**src/rtl/bcdu_seq_controller.sv**
```systemverilog
// BCDU instruction sequencer: decodes 16-bit instructions into regfile/ALU/shifter/flag controls.
// Define BCDU_CTRL_SKID_EN to add a 1-entry instruction buffer usable while a repeat runs.
module bcdu_seq_controller #(
  parameter int unsigned NUM_DIGITS      = 4,
  parameter int unsigned NUM_REGS        = 4,
  parameter int unsigned ADDR_WIDTH      = 2,
  parameter int unsigned SHIFT_AMT_WIDTH = 3,
  localparam int unsigned BCDU_OP_CODE_WIDTH    = 4,
  localparam int unsigned BCD_ALU_OP_CODE_WIDTH = 2,
  localparam int unsigned BCDU_NUM_FLAGS        = 5
) (
  input  logic                             i_clk,
  input  logic                             i_rst_n,
  input  logic                             i_valid,
  output logic                             o_ready,
  input  logic [15:0]                      i_instr,
  input  logic [3:0]                       i_digit,
  output logic                             o_wr_en,
  output logic [ADDR_WIDTH-1:0]            o_wr_addr,
  output logic [ADDR_WIDTH-1:0]            o_rd_addr_a,
  output logic [ADDR_WIDTH-1:0]            o_rd_addr_b,
  output logic                             o_ncp_en,
  output logic [BCD_ALU_OP_CODE_WIDTH-1:0] o_alu_op_code,
  output logic [SHIFT_AMT_WIDTH-1:0]       o_shl_amt,
  output logic [SHIFT_AMT_WIDTH-1:0]       o_shr_amt,
  output logic [3:0]                       o_shl_digit,
  output logic [3:0]                       o_shr_digit,
  output logic                             o_add_cin,
  output logic [BCDU_NUM_FLAGS-1:0]        o_flags_mask,
  output logic                             o_flags_save,
  output logic                             o_done,
  output logic                             o_illegal
);

  localparam int unsigned OPW  = BCDU_OP_CODE_WIDTH;
  localparam int unsigned ALUW = BCD_ALU_OP_CODE_WIDTH;
  localparam int unsigned NF   = BCDU_NUM_FLAGS;
  localparam int unsigned SAW  = SHIFT_AMT_WIDTH;
  localparam int unsigned AW   = ADDR_WIDTH;
  localparam int unsigned CNTW = 4;

  localparam logic [OPW-1:0] OP_SHL = OPW'(0);
  localparam logic [OPW-1:0] OP_SHR = OPW'(1);
  localparam logic [OPW-1:0] OP_ADD = OPW'(2);
  localparam logic [OPW-1:0] OP_SUB = OPW'(3);
  localparam logic [OPW-1:0] OP_CMP = OPW'(4);
  localparam logic [OPW-1:0] OP_CLR = OPW'(5);
  localparam logic [OPW-1:0] OP_MOV = OPW'(6);
  localparam logic [OPW-1:0] OP_ACA = OPW'(7);
  localparam logic [OPW-1:0] OP_ACS = OPW'(8);

  localparam logic [ALUW-1:0] ALU_ADD = ALUW'(0);
  localparam logic [ALUW-1:0] ALU_SHL = ALUW'(1);
  localparam logic [ALUW-1:0] ALU_SHR = ALUW'(2);
  localparam logic [ALUW-1:0] ALU_CMP = ALUW'(3);

  localparam logic [NF-1:0] FLAG_ZF = NF'(1);
  localparam logic [NF-1:0] FLAG_CF = NF'(2);
  localparam logic [NF-1:0] FLAG_GF = NF'(4);
  localparam logic [NF-1:0] FLAG_EF = NF'(8);
  localparam logic [NF-1:0] FLAG_TF = NF'(16);

  localparam logic [SAW-1:0] AMT_ND  = SAW'(NUM_DIGITS);
  localparam logic [SAW-1:0] AMT_ND1 = SAW'(NUM_DIGITS - 1);
  localparam logic [SAW-1:0] AMT_ONE = SAW'(1);

  if (AW < $clog2(NUM_REGS) || AW > 4) begin : g_bad_addr_width
    $error("bcdu_seq_controller: ADDR_WIDTH does not fit NUM_REGS");
  end

  typedef enum logic {IDLE = 1'b0, REPEAT = 1'b1} state_t;

  state_t          state_q, state_d;
  logic [CNTW-1:0] cnt_q, cnt_d;

  logic            wr_en_q, wr_en_d, ncp_q, ncp_d, cin_q, cin_d;
  logic            save_q, save_d, done_q, done_d, illegal_q, illegal_d;
  logic [AW-1:0]   wr_addr_q, wr_addr_d, rd_a_q, rd_a_d, rd_b_q, rd_b_d, rd_a_c, rd_b_c;
  logic [ALUW-1:0] alu_q, alu_d;
  logic [SAW-1:0]  shl_amt_q, shl_amt_d, shr_amt_q, shr_amt_d;
  logic [3:0]      shl_digit_q, shl_digit_d, shr_digit_q, shr_digit_d;
  logic [NF-1:0]   mask_q, mask_d;

  logic            issue;
  logic [15:0]     cur_instr;
  logic [3:0]      cur_digit;

  // Instruction source: direct from the port, or from the skid buffer when it holds one
`ifdef BCDU_CTRL_SKID_EN
  logic        buf_full_q;
  logic [15:0] buf_instr_q;
  logic [3:0]  buf_digit_q;

  assign o_ready   = !buf_full_q;
  assign issue     = (state_q == IDLE) && (buf_full_q || i_valid);
  assign cur_instr = buf_full_q ? buf_instr_q : i_instr;
  assign cur_digit = buf_full_q ? buf_digit_q : i_digit;

  always_ff @(posedge i_clk or negedge i_rst_n) begin
    if (!i_rst_n) begin
      buf_full_q  <= 1'b0;
      buf_instr_q <= '0;
      buf_digit_q <= '0;
    end else if (state_q == IDLE) begin
      buf_full_q  <= 1'b0;
    end else if (i_valid && !buf_full_q) begin
      buf_full_q  <= 1'b1;
      buf_instr_q <= i_instr;
      buf_digit_q <= i_digit;
    end
  end
`else
  assign o_ready   = (state_q == IDLE);
  assign issue     = (state_q == IDLE) && i_valid;
  assign cur_instr = i_instr;
  assign cur_digit = i_digit;
`endif

  logic [OPW-1:0] op;
  logic [AW-1:0]  a0, a1, a2;
  logic [3:0]     lo, rep_n, shl_in;
  logic [SAW-1:0] amt_sat, fwd_amt, inv_amt;
  logic           unused_instr_bits;

  assign op      = cur_instr[15 -: OPW];
  assign a0      = cur_instr[8 +: AW];
  assign a1      = cur_instr[4 +: AW];
  assign a2      = cur_instr[0 +: AW];
  assign lo      = cur_instr[3:0];
  assign amt_sat = (cur_instr[0 +: SAW] > AMT_ND) ? AMT_ND : cur_instr[0 +: SAW];
  assign fwd_amt = cur_instr[6] ? AMT_ONE : amt_sat;
  assign inv_amt = cur_instr[6] ? AMT_ND1 : AMT_ND - amt_sat;
  assign shl_in  = (lo > 4'd9) ? cur_digit : lo;
  assign rep_n   = (lo >= 4'd1 && lo <= 4'd9) ? lo :
                   (cur_digit >= 4'd1 && cur_digit <= 4'd9) ? cur_digit : 4'd0;
  assign unused_instr_bits = ^cur_instr;

  assign o_rd_addr_a = rd_a_c;
  assign o_rd_addr_b = rd_b_c;

  // Next-state and registered-control decode
  always_comb begin
    state_d     = state_q;
    cnt_d       = cnt_q;
    wr_en_d     = 1'b0;
    save_d      = 1'b0;
    done_d      = 1'b0;
    illegal_d   = 1'b0;
    mask_d      = '0;
    wr_addr_d   = wr_addr_q;
    alu_d       = alu_q;
    ncp_d       = ncp_q;
    cin_d       = cin_q;
    shl_amt_d   = shl_amt_q;
    shr_amt_d   = shr_amt_q;
    shl_digit_d = shl_digit_q;
    shr_digit_d = shr_digit_q;
    rd_a_c      = rd_a_q;
    rd_b_c      = rd_b_q;
    unique case (state_q)
      IDLE: begin
        if (issue) begin
          wr_addr_d   = a0;
          rd_a_c      = a0;
          rd_b_c      = a1;
          alu_d       = ALU_CMP;
          ncp_d       = 1'b0;
          cin_d       = 1'b0;
          shl_amt_d   = '0;
          shr_amt_d   = '0;
          shl_digit_d = '0;
          shr_digit_d = '0;
          done_d      = 1'b1;
          case (op)
            OP_SHL: begin
              wr_en_d     = cur_instr[7];
              mask_d      = FLAG_ZF | FLAG_TF;
              alu_d       = ALU_SHL;
              shl_amt_d   = fwd_amt;
              shr_amt_d   = inv_amt;
              shl_digit_d = cur_instr[6] ? shl_in : 4'd0;
            end
            OP_SHR: begin
              wr_en_d     = cur_instr[7];
              mask_d      = FLAG_ZF | FLAG_TF;
              alu_d       = ALU_SHR;
              shr_amt_d   = fwd_amt;
              shl_amt_d   = inv_amt;
              shr_digit_d = cur_instr[6] ? lo : 4'd0;
            end
            OP_ADD, OP_SUB: begin
              rd_a_c  = a1;
              rd_b_c  = a2;
              wr_en_d = 1'b1;
              alu_d   = ALU_ADD;
              ncp_d   = (op == OP_SUB);
              cin_d   = (op == OP_SUB);
              mask_d  = FLAG_ZF | FLAG_CF;
            end
            OP_CMP: mask_d = FLAG_GF | FLAG_EF;
            OP_CLR: wr_en_d = 1'b1;
            OP_MOV: begin
              rd_a_c  = a1;
              wr_en_d = 1'b1;
              alu_d   = ALU_SHL;
            end
            OP_ACA, OP_ACS: begin
              alu_d = ALU_ADD;
              ncp_d = (op == OP_ACS);
              cin_d = (op == OP_ACS);
              if (rep_n != 4'd0) begin
                wr_en_d = 1'b1;
                mask_d  = FLAG_ZF | FLAG_CF;
              end
              // N >= 2: first write now, remaining N-1 writes come from REPEAT
              if (rep_n >= 4'd2) begin
                done_d  = 1'b0;
                state_d = REPEAT;
                cnt_d   = CNTW'(rep_n - 4'd2);
              end
            end
            default: illegal_d = 1'b1;
          endcase
        end
      end
      REPEAT: begin
        wr_en_d = 1'b1;
        save_d  = 1'b1;
        mask_d  = mask_q;
        if (cnt_q == '0) begin
          done_d  = 1'b1;
          state_d = IDLE;
        end else begin
          cnt_d = cnt_q - CNTW'(1);
        end
      end
      default: state_d = IDLE;
    endcase
    rd_a_d = rd_a_c;
    rd_b_d = rd_b_c;
  end

  always_ff @(posedge i_clk or negedge i_rst_n) begin
    if (!i_rst_n) begin
      state_q     <= IDLE;
      cnt_q       <= '0;
      wr_en_q     <= 1'b0;
      wr_addr_q   <= '0;
      rd_a_q      <= '0;
      rd_b_q      <= '0;
      ncp_q       <= 1'b0;
      alu_q       <= ALU_CMP;
      shl_amt_q   <= '0;
      shr_amt_q   <= '0;
      shl_digit_q <= '0;
      shr_digit_q <= '0;
      cin_q       <= 1'b0;
      mask_q      <= '0;
      save_q      <= 1'b0;
      done_q      <= 1'b0;
      illegal_q   <= 1'b0;
    end else begin
      state_q     <= state_d;
      cnt_q       <= cnt_d;
      wr_en_q     <= wr_en_d;
      wr_addr_q   <= wr_addr_d;
      rd_a_q      <= rd_a_d;
      rd_b_q      <= rd_b_d;
      ncp_q       <= ncp_d;
      alu_q       <= alu_d;
      shl_amt_q   <= shl_amt_d;
      shr_amt_q   <= shr_amt_d;
      shl_digit_q <= shl_digit_d;
      shr_digit_q <= shr_digit_d;
      cin_q       <= cin_d;
      mask_q      <= mask_d;
      save_q      <= save_d;
      done_q      <= done_d;
      illegal_q   <= illegal_d;
    end
  end

  assign o_wr_en       = wr_en_q;
  assign o_wr_addr     = wr_addr_q;
  assign o_ncp_en      = ncp_q;
  assign o_alu_op_code = alu_q;
  assign o_shl_amt     = shl_amt_q;
  assign o_shr_amt     = shr_amt_q;
  assign o_shl_digit   = shl_digit_q;
  assign o_shr_digit   = shr_digit_q;
  assign o_add_cin     = cin_q;
  assign o_flags_mask  = mask_q;
  assign o_flags_save  = save_q;
  assign o_done        = done_q;
  assign o_illegal     = illegal_q;

endmodule

```
**config.mk**
```make
export PLATFORM = sky130hd
export DESIGN_NAME = bcdu_seq_controller
export DESIGN_NICKNAME = d
export VERILOG_FILES = /design/src/rtl/bcdu_seq_controller.sv
export SDC_FILE = /design/constraint.sdc
export NUM_CORES = 1
export LEC_CHECK = 0
export CAP_MARGIN = 10
export CORE_ASPECT_RATIO = 1.4
export CORE_MARGIN = 2
export CORE_UTILIZATION = 42
export DETAILED_ROUTE_END_ITERATION = 10
export GPL_TIMING_DRIVEN = 0
export PLACE_DENSITY = 0.8
export SLEW_MARGIN = 10
export SYNTH_ARGS = -nofsm -noshare
export SYNTH_HDL_FRONTEND = slang
export SYNTH_SLANG_ARGS = --single-unit
export TNS_END_PERCENT = 100
```
**constraint.sdc**
```tcl
create_clock -name i_clk -period 1.5 [get_ports i_clk]
set_input_delay 0.15 -clock i_clk [delete_from_list [all_inputs] [get_ports i_clk]]
set_output_delay 0.15 -clock i_clk [all_outputs]
set_load 0.05 [all_outputs]
```
After elaboration in Yosys (flattened, before gate mapping)

Index checks and enable logic that the tools add are counted.

Input port bits: 23
ROM bits: 0
Bits in writable memories: 0
Word-level logic and storage cells: 102
Register bits after elaboration: 37
Bits in latches: 0
Output and inout bits: 34
Memories kept: 0

Div/mod/pow operators: 0
Mux-type cells: 47
$add $sub $neg: 3
Order comparisons: 7
Bitwise operators: 1
Multiply operators: 0
Equality and inequality tests: 12
Reductions and logical operators: 16
Shifts and indexed selects: 0

Operators with widths:

| operator                                                               | number |
|---|---|
| 4-bit 2-to-1 mux                                                       | 11 |
| 5-bit case mux with 4 select lines                                     | 1 |
| 4-bit by 3-bit == test with 1-bit output (second input constant)       | 4 |
| 1-bit 2-to-1 mux                                                       | 14 |
| 2-bit 2-to-1 mux                                                       | 7 |
| 3-bit case mux with 2 select lines                                     | 2 |
| 5-bit 2-to-1 mux                                                       | 2 |
| 3-bit 2-to-1 mux                                                       | 3 |
| 9-bit OR reduction                                                     | 1 |
| 4-bit by 2-bit == test with 1-bit output (second input constant)       | 2 |
| 4-bit by 1-bit >= comparator with 1-bit output (second input constant) | 2 |
| 4-bit <= comparator (second input constant)                            | 2 |
| 4-bit zero test                                                        | 2 |
| 1-bit case mux with 2 select lines                                     | 4 |
| 4-bit case mux with 2 select lines                                     | 1 |
| 2-bit OR reduction                                                     | 4 |
| 4-bit OR reduction                                                     | 2 |
| 2-bit by 1-bit != test with 1-bit output (second input constant)       | 3 |
| 2-bit case mux with 3 select lines                                     | 1 |
| 4-bit by 1-bit == test with 1-bit output (second input constant)       | 1 |
| 4-bit == test (second input constant)                                  | 1 |
| 4-bit by 2-bit >= comparator with 1-bit output (second input constant) | 1 |
| 4-bit > comparator (second input constant)                             | 1 |
| 4-bit AND reduction                                                    | 1 |
| other kinds (11)                                                       | 13 |

Depth between registers and ports, before layout

Depth after elaboration: 9
Depth in mapped cells: 8
Mapped depth without buffers: 7

Worst setup path before layout

OpenSTA, ideal clock, no wires.

Path kind: register -> register
Start point: reg state_q
End point: reg rd_b_q[1]
Slack: -1.068 ns
Buffers on the path: 2
Cell stages (with the launch flop): 6
Arrival time: 2.319 ns
Cell sequence: dfrtp_1 > buf_4 > clkinv_1 > nand2_1 > clkbuf_1 > o21ai_0

Cells in the longest elaborated chain, start to end: 4

Ends and longest elaborated chain:

| what                       | RTL line | RTL |
|---|---|---|
| from (decl)                | 73       | `state_t state_q, state_d;` |
| from (signal assigned)     | 263      | `state_q <= state_d;` |
| 1-bit NOT (no source line) | --       |  |
| via o_ready                | 15       | `output logic o_ready,` |
| 1-bit logical AND          | 114      | `assign issue = (state_q == IDLE) && i_valid;` |
| 2-bit 2-to-1 mux           | 162      | `if (issue) begin` |
| 2-bit 2-to-1 mux           | 160      | `unique case (state_q)` |
| via o_rd_addr_b[1]         | 21       | `output logic [ADDR_WIDTH-1:0] o_rd_addr_b,` |
| to (signal assigned)       | 268      | `rd_b_q <= rd_b_d;` |
| to (decl)                  | 78       | `logic [AW-1:0] wr_addr_q, wr_addr_d, rd_a_q, rd_a_d, rd_b_q, rd_b_d, rd_a_c, rd_b_c;` |

The timed path passes the listed nets, and every way through them passes these cells.
A chain may end at the register's enable or synchronous reset.

Final worst setup path

Start point: reg state_q
End point: out o_rd_addr_a[1]

Cells in the longest elaborated chain, start to end: 4

Ends and longest elaborated chain:

| what                       | RTL line | RTL |
|---|---|---|
| 1-bit NOT (no source line) | --       |  |
| 1-bit logical AND          | 114      |  |
| 2-bit 2-to-1 mux           | 162      |  |
| 2-bit 2-to-1 mux *         | 160      |  |
| to (decl)                  | 20       | `output logic [ADDR_WIDTH-1:0] o_rd_addr_a,` |

Mark *: on every way between the ends. The rest lies on a longest branch, timed or not.

==> impl_results.md <==
* Rows at 29
* Cell variety after synth at 46
* Hold slack at 0.150 ns
* Slew HR at 48.3%
* Global-route wire length before repair at 9120 microns
* Gr usage total at 23.6%
* Ports at 57
* Placed Area at 2560 sq um
* Final wirelength at 5840 microns
* Final Setup Violations at 7
* Synth Register Bits at 35
* Post-layout min period at 1.59 ns
* Vias in the first global route at 2001
* IO buf count at 51
* Post-Syn Area at 1920 sq um
* Largest net degree at the start of global routing at 36
* Starting density of the core at 42.9%
* Fmax at 629 MHz
* Routed len/inst at 16.3 microns
* CTS Buffer Depth at 2
* Synth warn at 0
* Die Wd at 61.1 microns
* Routability congestion estimate at 0.820
* Status: finished, violations left
* Worst-Margin Slew at 0.776 ns
* Slew Viols, Final at 0
* Drt first pass iters at 4
* Detailed placement HPWL at 3460 microns
* Commonest non-fill, non-tap cell in the layout: nand2_1
* Critical path required time at 1.35 ns
* # DRC at 0
* CTS HTree Levels at 2
* Violated checks: negative setup slack
* N_diodes at 0
* Design Power at 0.00493 W
* Crit path launch type: flip-flop
* Vias at 1951
* Final #Nets at 320
* Worst Hold Class: input pin to flip-flop
* Critical Path End Type: output pin
* CTS clk-pin slew, worst paths at 0.07 ns
* Avg Inst Size Synth at 9.04 sq um
* Fin Setup TNS at -0.393 ns
* Area growth from synthesis to layout at 60.8%
* Main synth FF type: dfrtp_1
* CP Class: flip-flop to output pin
* CTS buffer count at 5
* Final design area excluding fillers at 3080 sq um
* TritonCTS sink count at 35
* Final worst-path cycle share at 106%
* Most frequent cells in the layout: 37 x nand2_1, 33 x dfrtp_1, 31 x dlygate4sd2_1
* Setup WS post-layout at -0.0887 ns
* Ys async rst share at 100%
* Max Clock Skew at 0.00332 ns
* RSZ-0062 raised after global routing: true
* Drt via density at 5.46
* Crit path DAT at 1.44 ns
* Die Span Y at 83.9 microns
* Maxcap violations at 0
* Cells after synthesis at 212
* Root buffer selected by CTS: clkbuf_8
* Syn Nets at 238
* Share of layout cells above drive strength 1 at 34.2%
* Hold Vio Cnt, Final at 0
* Core Region at 4460 sq um
* Total grt overflow at 0
* Register area share after synthesis at 45.9%
* Initial antenna violation count at 0
* Max IR drop VDD at 0.00103 V
* DRT iter0 DRCs at 105
* Post-synth EDFFs at 0
* PwrDens at 1600 nW/um^2
* ANT nets after route at 0
* Leakage power at 1.45 nW
* TritonCTS clock tree: built
* Clk Latency, worst-skew pair at 0.29 ns
* CP max FO at 6
* Die area at 5120 sq um
==> worst paths after layout <==
path | depth (start not counted) | slack, ns | startpoint | endpoint
max in group asynchronous | 2 | 0.54 | i_rst_n | o_flags_mask[0]$_DFFE_PN0N_
min in group asynchronous | 2 | 0.47 | i_rst_n | o_shl_digit[2]$_DFFE_PN0P_
min | 3 | 0.15 | i_instr[0] | o_shr_digit[0]$_DFFE_PN0P_
max | 6 | -0.09 | state_q$_DFF_PN0_ | o_rd_addr_a[1]
max reg2reg | 6 | 0.02 | cnt_q[0]$_DFFE_PN0P_ | cnt_q[3]$_DFFE_PN0P_
min reg2reg | 2 | 0.47 | o_wr_addr[1]$_DFFE_PN0P_ | o_wr_addr[1]$_DFFE_PN0P_
==> state kept, by name, indices dropped and copies added (netlist names), 3 cells and up <==
| signal | count |
|---|---|
| cnt_q | 4 |
| o_flags_mask | 4 |
| o_shl_digit | 4 |
| o_shr_digit | 4 |
| o_shl_amt | 3 |
==> cell type report <==
type	count	area [sq um]
Fill cell	337	1380
Multi-Input combinational cell	152	1170
Sequential cell	35	878
Timing Repair Buffer	75	656
Buffer	16	170
Tap cell	62	77.6
Clock buffer	7	76.3
Inverter	9	46.3
Clock inverter	1	5.00
==> worst max-delay path, stage by stage, from the launching register on <==
cell and delay (ns):
dfrtp_1 0.40, buf_6 0.14, clkinv_8 0.05, nand2_4 0.05, clkbuf_16 0.18, o21ai_4 0.17, buf_8 0.16
==> synthesized netlist by cell type, drive strengths merged (6+ instances only) <==
| library cell | instances | area [sq um] |
|---|---|---|
| nand2 | 47 | 176 |
| dfrtp | 33 | 826 |
| o21ai | 19 | 95.1 |
| nor2 | 13 | 48.8 |
| clkbuf | 10 | 37.5 |
| inv | 8 | 30.0 |
| o31ai | 8 | 60.1 |
| a21oi | 7 | 35.0 |
| buf | 6 | 46.3 |
| mux2i | 6 | 60.1 |
| nor3 | 6 | 30.0 |
==> layer usage <==
layer / track usage [%] / part of all wire, % / vias to the layer above
met5: 0 / 0 / -
met4: 11.9 / 4.3 / 0
met3: 4.65 / 5.2 / 22
met2: 39.9 / 54 / 78
met1: 27.0 / 37 / 949
li1: - / - / 902
==> power by group <==
group	total (W)	internal, W	switching (W)
Sequential	0.00138	0.00123	0.000156
Combinational	0.00289	0.00113	0.00176
Clock	0.000657	0.000325	0.000331
==> cells by family (layout without fill, tap and decap cells) <==
| group | count (synthesis) | after routing | share of synthesized area, % |
|---|---|---|---|
| flip-flops | 35 | 35 | 45.9 |
| XOR/XNOR | 5 | 5 | 2.29 |
| multiplexers | 9 | 9 | 5.29 |
| adder cells (fa/ha/maj) | 4 | 4 | 2.48 |
| AND/OR/NAND/NOR | 79 | 79 | 17.6 |
| AO/OA/AOI/OAI | 55 | 55 | 20.3 |
| buffers and inverters | 25 | 108 | 6.14 |
==> timing repair <==
| action | in CTS | in global routing |
|---|---|---|
| setup buffers | 18 | 5 |
| resized for setup | 124 | 33 |
| setup endpoints to repair | 55 | 21 |
| pin swaps | 9 | 3 |
| hold buffers | 1 | 0 |
| endpoints found under the hold margin | 33 | 0 |
==> stage by stage <==
stage,instances,setup WS [ns],util [%]
after floorplan,212,-0.228,-
after CTS,352,-0.0761,66.4
after global routing,357,-0.120,69.0
final,357,-0.0887,69.0
after detailed placement,325,-1.07,57.4
after global placement,325,-1.07,57.6
Note: power is estimated with default switching activity, not from simulation.
==> patch, RTL diff (same settings) <==
Build with the macro `BCDU_CTRL_SKID_EN` defined.
--- a/src/rtl/bcdu_seq_controller.sv
+++ b/src/rtl/bcdu_seq_controller.sv
@@ -1,4 +1,6 @@
 // BCDU instruction sequencer: decodes 16-bit instructions into regfile/ALU/shifter/flag controls.
 // Define BCDU_CTRL_SKID_EN to add a 1-entry instruction buffer usable while a repeat runs.
+`define BCDU_CTRL_SKID_EN
+
 module bcdu_seq_controller #(
   parameter int unsigned NUM_DIGITS      = 4,
Formal check against the unedited RTL: not equivalent (a bounded check fails within 4 cycles, from zero or initial values and one cycle with i_rst_n low).
==> patch against the original RTL <==
The run still ends with negative setup slack left; total power increased by 140%; area after synthesis is 59% higher; worst setup slack lost 0.82 ns; design area increased by 52%; fmax decreased by 34%; sequential cell count is 19 higher; combinational power grew to 2.9 times the old value; critical path depth rose by 3; routed wire length increased by 71%; sequential share of layout area rose by 0.38 points; cell count is 36% higher; critical path type unchanged; critical endpoint is now o_rd_addr_a[0].
==> patch: results (changes against the original RTL) <==
| Metric | Value |
|---|---|
| Distinct cells, synth | 53 (was 46) |
| Violations in the final reports | negative setup slack (unchanged) |
| Layout cell share with drive strength beyond 1 | 0.407 (was 0.342) |
| Peak fanout along the critical path | 4 (was 6) |
| First-pass GRT wire length | 15000 µm (was 9120 µm) |
| Number of setup violations in the final report | 57 (was 7) |
| Commonest cells post-synth | sky130_fd_sc_hd__dfrtp_1 (52), sky130_fd_sc_hd__nand2_1 (34), sky130_fd_sc_hd__mux2_2 (31) (was sky130_fd_sc_hd__nand2_1 (47), sky130_fd_sc_hd__dfrtp_1 (33), sky130_fd_sc_hd__o21ai_0 (16)) |
| Largest net degree at the start of global routing | 35 (was 36) |
| Endpoint of the worst setup timing path | o_rd_addr_a[0] (was o_rd_addr_a[1]) |
| Most area-consuming cells after synthesis | sky130_fd_sc_hd__dfrtp_1 (43%), sky130_fd_sc_hd__mux2_2 (11%), sky130_fd_sc_hd__mux2i_1 (5.9%), sky130_fd_sc_hd__nand2_1 (4.2%), sky130_fd_sc_hd__o21ai_0 (3.6%) (was sky130_fd_sc_hd__dfrtp_1 (43%), sky130_fd_sc_hd__nand2_1 (9.2%), sky130_fd_sc_hd__o21ai_0 (4.2%), sky130_fd_sc_hd__mux2i_1 (3.1%), sky130_fd_sc_hd__o31ai_1 (3.1%)) |
| Relative slew margins | 0.580 (was 0.483) |
| GR met3 Demand/Resource | 0.0492 (was 0.0465) |
| Worst reg2reg setup slack | -0.80 ns (was 0.02 ns) |
| Met2 wire length | 5300 µm (was 3120 µm) |
| Multi-input gate area in the final layout | 2070 µm² (was 1170 µm²) |
| M1 WL | 3600 µm (was 2160 µm) |
| Setup tns final | -30.43 ns (was -0.393 ns) |
| Capturing point of the worst reg2reg path | o_shl_digit[0] (was cnt_q[3]) |
| First-iteration detailed-routing DRC count | 206 (was 105) |
| Post-Syn Nets | 318 (was 238) |
| Tightest Hold Check Type | in2async (was in2reg) |
| Result of the run | finished, violations left (unchanged) |
| Fraction of area in non-clock buffers | 0.224 (was 0.268) |
| Layout Utilization | 0.671 (was 0.690) |
| Last weighted congestion value of the routability-driven placer | 0.878 (was 0.820) |
| Half-perimeter wire length of the detailed placement result | 6230 µm (was 3460 µm) |
| Input/output buffers | 54 (was 51) |
| DP Worst Slack | -1.42 ns (was -1.07 ns) |
| Smallest setup slack after layout | -0.911 ns (was -0.0887 ns) |
| GR met2 Demand/Resource | 0.439 (was 0.399) |
| Internal Dissipation | 6.06 mW (was 2.69 mW) |
| Nonclk buf count | 108 (was 91) |
==> patch: cell families (layout without fill, tap and decap cells) <==
group / after synthesis / in the layout / synth area share
DFF: 54 / 54 / 0.445
AOI/OAI and AO/OA: 76 / 76 / 0.180
muxes: 49 / 49 / 0.174
adders and majority gates: 3 / 3 / 0.0123
and+or+nand+nor: 86 / 86 / 0.142
buffers and inverters: 21 / 120 / 0.0382
xor gates and xnor gates: 3 / 3 / 0.00864
==> patch: what timing repair did <==
| action | CTS | global route |
|---|---|---|
| endpoints found under the hold margin | 18 | 0 |
| hold buffers | 1 | 0 |
| setup endpoints to repair | 78 | 61 |
| setup buffers | 25 | 11 |
| pin swaps | 12 | 11 |
| resized for setup | 117 | 44 |
| cloned | 1 | 0 |
==> patch: power by group through the flow <==
stage                     Sequential [mW]  Clock, mW  Combinational, mW
after floorplan                      3.32          0               4.12
after global placement               2.56          0               6.43
after detailed placement             2.59          0               6.57
after CTS                            2.59      0.800               7.47
after global routing                 2.70      0.854               8.73
final                                2.63      0.794               8.35
